===== config.mk =====
export PLATFORM = sky130hd
export DESIGN_NAME = mac_sequencer
export DESIGN_NICKNAME = d
export VERILOG_FILES = /design/src/rtl/mac_pkg.sv /design/src/rtl/mac_elem_counter.sv /design/src/rtl/mac_sequencer.sv
export SDC_FILE = /design/constraint.sdc
export NUM_CORES = 1
export LEC_CHECK = 0
export BUFFER_PORTS_ARGS = -buffer_cell sky130_fd_sc_hd__buf_2
export CAP_MARGIN = 20
export CORE_ASPECT_RATIO = 0.7
export CORE_UTILIZATION = 38
export DETAILED_ROUTE_END_ITERATION = 16
export MAX_ROUTING_LAYER = met4
export PLACE_DENSITY = 0.61
export SLEW_MARGIN = 15
export SYNTH_ARGS = -nofsm -noshare
export SYNTH_HDL_FRONTEND = slang
export SYNTH_HIERARCHICAL = 1
export SYNTH_SLANG_ARGS = --single-unit
export TNS_END_PERCENT = 1

===== constraint.sdc =====
create_clock -name clk_i -period 3 [get_ports clk_i]
set_input_delay 0.45 -clock clk_i [delete_from_list [all_inputs] [get_ports clk_i]]
set_output_delay 0.45 -clock clk_i [all_outputs]
set_load 0.05 [all_outputs]

===== src/rtl/mac_pkg.sv =====
// Shared definitions for the MAC control sequencer: FSM state encoding and default widths.
package mac_pkg;

  localparam int unsigned LenWDefault = 8;

  typedef enum logic [2:0] {
    StIdle   = 3'd0,
    StClr    = 3'd1,
    StRun    = 3'd2,
    StDrain  = 3'd3,
    StResult = 3'd4
  } state_e;

endpackage


===== src/rtl/mac_elem_counter.sv =====
// Job counters: loadable down-counter of pairs still to accept (with zero/last flags)
// and the matching up-counter of pairs accepted so far.
module mac_elem_counter #(
  parameter int unsigned LenW = 8
) (
  input  logic            clk_i,
  input  logic            rst_ni,
  input  logic            load_i,
  input  logic [LenW-1:0] len_i,
  input  logic            dec_i,
  output logic            rem_zero_o,
  output logic            rem_last_o,
  output logic [LenW-1:0] elem_cnt_o
);

  logic [LenW-1:0] rem_q, rem_d;
  logic [LenW-1:0] elem_q, elem_d;

  // Loading a new job also clears the accepted count so it reads 0 from CLR onward.
  always_comb begin
    rem_d  = rem_q;
    elem_d = elem_q;
    if (load_i) begin
      rem_d  = len_i;
      elem_d = '0;
    end else if (dec_i) begin
      if (rem_q != '0) rem_d = rem_q - LenW'(1);
      if (elem_q != '1) elem_d = elem_q + LenW'(1);
    end
  end

  always_ff @(posedge clk_i or negedge rst_ni) begin
    if (!rst_ni) begin
      rem_q  <= '0;
      elem_q <= '0;
    end else begin
      rem_q  <= rem_d;
      elem_q <= elem_d;
    end
  end

  assign rem_zero_o = (rem_q == '0);
  assign rem_last_o = (rem_q == LenW'(1));
  assign elem_cnt_o = elem_q;

endmodule


===== src/rtl/mac_sequencer.sv =====
// Control sequencer for the 8-bit MAC datapath: accepts a job of len operand pairs and
// drives operand load, accumulator clear/enable and the result handshake.
module mac_sequencer
  import mac_pkg::*;
#(
  parameter int unsigned LenW = LenWDefault
) (
  input  logic            clk_i,
  input  logic            rst_ni,
  input  logic            start_i,
  input  logic [LenW-1:0] len_i,
  input  logic            in_valid_i,
  output logic            in_ready_o,
  output logic            ld_op_o,
  output logic            acc_clr_o,
  output logic            acc_en_o,
  output logic            out_valid_o,
  input  logic            out_ready_i,
  output logic            busy_o,
  output logic            done_o,
  output logic [LenW-1:0] elem_cnt_o
);

  state_e state_q, state_d;
  logic   in_ready_q, acc_clr_q, out_valid_q, busy_q;
  logic   pipe_q, done_q;
  logic   accept, handshake, load;
  logic   rem_zero, rem_last;

  assign accept    = in_valid_i & in_ready_q;
  assign handshake = out_valid_q & out_ready_i;
  assign load      = (state_q == StIdle) & start_i;

  always_comb begin
    state_d = state_q;
    unique case (state_q)
      StIdle:   if (start_i) state_d = StClr;
      StClr:    state_d = rem_zero ? StResult : StRun;
      StRun:    if (accept && rem_last) state_d = StDrain;
      StDrain:  state_d = StResult;
      StResult: if (handshake) state_d = StIdle;
      default:  state_d = StIdle;
    endcase
  end

  // Outputs are registered from the next state so they line up with state_q.
  always_ff @(posedge clk_i or negedge rst_ni) begin
    if (!rst_ni) begin
      state_q     <= StIdle;
      in_ready_q  <= 1'b0;
      acc_clr_q   <= 1'b0;
      out_valid_q <= 1'b0;
      busy_q      <= 1'b0;
      pipe_q      <= 1'b0;
      done_q      <= 1'b0;
    end else begin
      state_q     <= state_d;
      in_ready_q  <= (state_d == StRun);
      acc_clr_q   <= (state_d == StClr);
      out_valid_q <= (state_d == StResult);
      busy_q      <= (state_d != StIdle);
      pipe_q      <= accept;
      done_q      <= handshake;
    end
  end

  mac_elem_counter #(
    .LenW (LenW)
  ) u_counter (
    .clk_i      (clk_i),
    .rst_ni     (rst_ni),
    .load_i     (load),
    .len_i      (len_i),
    .dec_i      (accept),
    .rem_zero_o (rem_zero),
    .rem_last_o (rem_last),
    .elem_cnt_o (elem_cnt_o)
  );

  assign in_ready_o  = in_ready_q;
  assign ld_op_o     = accept;
  assign acc_clr_o   = acc_clr_q;
  assign acc_en_o    = pipe_q;
  assign out_valid_o = out_valid_q;
  assign busy_o      = busy_q;
  assign done_o      = done_q;

endmodule

==> flow_metrics.py <==
metrics = {
    "clock_tree": {
        "cts_buffers": 3,
        "cts_max_level": 1,
        "root_buffer": "clkbuf_8",
        "postCtsSetupRepairBufs": 0,
        "hold_buffers": 0,
        "numClockSinks": 25,
        "clockBufferDepth": 2,
        "cts_resized": 0,
        "cts_tree": "yes",
        "path_clk_slew_ps": 90,
        "worstSkewPairLatency_ps": 270,
    },
    "timing": {
        "setup_viol": 0,
        "period_needed_ps": 1920,
        "hold_viol_final": 0,
        "post-route-period-util_pct": 63.9,
        "rsz0062_at_grt": "false",
        "slew_headroom_pct": 63.1,
        "worstMarginPinSlew_ps": 554,
        "slew_viol_final": 0,
        "fin_skew_ps": 2.86,
        "fmaxAchievable_ghz": 0.521,
        "fin_hold_ws_ps": 160,
        "tns_ps": 0,
    },
    "die": {
        "die_y_um": 51.9,
        "std_cell_rows": 17,
        "die-area_sq_mm": 0.00381,
        "initial_core_util_pct": 41.3,
        "core_sq_mm": 0.00328,
        "die_x_um": 73.3,
        "io_pins": 28,
    },
    "critical_path": {
        "crit_family": "simple AND/OR/NAND/NOR gates",
        "slowest_stage": "or4_4",
        "worst_setup_path_start_kind": "flip-flop",
        "r2r_cells": 4,
        "r2r-end": "state_q[0]",
        "crit_chain": "or4_4 > nor4b_1 > nand4_1 > a211oi_1",
        "crit_required_ps": 3170,
        "arrival_ps": 2090,
        "worstSetupEndpointType": "flip-flop",
        "worstPathMaxFanout": 6,
        "reg2reg_slack_ps": 1080,
        "worst-path-buf-inv": 0,
        "max_stage_delay_ps": 590,
        "worstSetupPathType": "flip-flop to flip-flop",
        "crit-reg2reg-launch": "u_counter/rem_q[2]",
    },
    "placed_design": {
        "dp_hpwl_um": 1910,
        "gp_congestion": 0.811,
        "portBuffers": 27,
    },
    "hold_path": {
        "hp-class": "input port to async pin",
    },
    "pwr": {
        "ir_drop_mv": 0.329,
        "power_mw": 1.43,
        "power_density_mw_per_mm2": 909,
        "p_leak_nw": 0.712,
    },
    "yosys": {
        "synth_edf_count": 0,
        "ys_warn_count": 6,
        "synth_common_cells": "dfrtp_1, nor2_1, nand2_1",
        "async_flop_share_pct": 100,
        "yosysMostFrequentCell": "dfrtp_1",
        "ys_ff_latch": 25,
        "syn_inst": 135,
        "synth_nets": 152,
        "synth.avg_cell_area_sq_um": 10.0,
        "synth_area_sq_mm": 0.00135,
        "synth_top_cell_area_share_pct": 46.3,
        "yosysSeqAreaShare_pct": 46.3,
        "yosysUniqueCellTypes": 43,
        "synthTopCellsByArea": "dfrtp_1, xnor2_1, ha_1",
        "yosysTopAreaCell": "dfrtp_1",
        "synth-main-ff-cell": "dfrtp_1",
    },
    "global_route": {
        "overflow": 0,
        "grt_pass1_wl_um": 4310,
        "antenna_found_initial": 0,
        "grt_max_degree": 26,
        "grt_pass1_vias": 983,
        "track_usage_pct": 15.4,
    },
    "drt": {
        "post_drt_wl_per_cell_um": 12.7,
        "drc": 0,
        "drtPass1Iterations": 4,
        "routed_via_density": 5.11,
        "drtIter0Drc": 54,
        "postRouteAntennaNets": 0,
        "wirelength_um": 2650,
        "via_count": 1069,
    },
    "flow_run": {
        "cap_violations": 0,
    },
    "final_layout": {
        "regArea_sq_um": 626,
        "diodes": 0,
        "multi_input_area_sq_um": 676,
        "drive_gt1_share_pct": 25.3,
        "fin_nets": 180,
        "num-fill-cells": 311,
        "syn_to_final_growth_pct": 16.5,
    },
    "run_status": {
        "status": "finished, final reports clean",
    },
}
[cell type report]
type | instances | share of cell area (%)
Clock inverter | 1 | 0.318
Tap cell | 47 | 3.73
Timing Repair Buffer | 28 | 9.05
Clock buffer | 3 | 2.62
Multi-Input combinational cell | 98 | 42.9
Sequential cell | 25 | 39.7
Inverter | 7 | 1.67
[logic make-up after synthesis]
kind of cell             after synthesis  synth area share (%)
AO/OA/AOI/OAI                         28                  13.0
buffers and inverters                 12                  4.26
XOR/XNOR                               7                  4.53
multiplexers                           5                  3.70
adder cells (fa/ha/maj)                4                  3.70
AND/OR/NAND/NOR                       54                  24.5
flip-flops                            25                  46.3
[per-stage QoR]
stage	std cells	util (%)	area (sq um)	setup WS, ps
2_1_floorplan	135	-	1350	655
6_report	209	48.1	1580	1080
5_1_grt	209	48.1	1580	1020
4_1_cts	209	48.1	1580	1110
3_5_place_dp	205	46.7	1530	1030
3_3_place_gp	205	46.7	1530	1070
[worst max-delay path by stage]
stage                        from            endpoint  slack, ps  cells past startpoint
6_report       u_counter/rem_q[2]          state_q[0]       1080                      4
5_1_grt        u_counter/rem_q[0]  u_counter/rem_q[5]       1020                      6
4_1_cts        u_counter/rem_q[2]          state_q[0]       1110                      4
3_5_place_dp           in_valid_i  u_counter/rem_q[5]       1030                      6
3_3_place_gp           in_valid_i  u_counter/rem_q[5]       1070                      6
2_1_floorplan          in_ready_o  u_counter/rem_q[5]        650                      5
[registers in the layout (all words and copies together), names as in the netlist]
| name | cells |
|---|---|
| u_counter/elem_cnt_o | 8 |
| u_counter/rem_q | 8 |
| state_q | 3 |
| acc_clr_o | 1 |
| acc_en_o | 1 |
| busy_o | 1 |
| done_o | 1 |
| in_ready_o | 1 |
| out_valid_o | 1 |
[routing by layer]
layer	wire length, um	GRT usage (%)	vias up
li1	-	-	536
met1	1340	19.3	510
met2	1210	25.3	23
met3	100	4.26	0
met4	0	2.88	0
met5	0	-	-
[report_power, final]
part           switching, mW  internal, mW
Combinational          0.391         0.234
Clock                  0.106        0.0928
Sequential             0.157         0.451
[cell usage in the layout (no fill, tap or decap), drive strengths merged, types with 2 or more instances in the layout]
cell	synthesis	final
a21oi	7	7
nor3b	2	2
nand2	11	11
inv	7	7
xnor2	6	6
clkbuf	2	3
a211oi	2	2
nor2	12	12
nand4	3	3
ha	4	4
nor4b	3	3
or3b	2	2
nand2b	2	2
o21ai	10	10
nand3	4	4
nor4	3	3
and2	2	2
buf	3	28
nor3	5	5
dfrtp	25	25
mux2i	5	5
(Power assumes the default switching activity.)
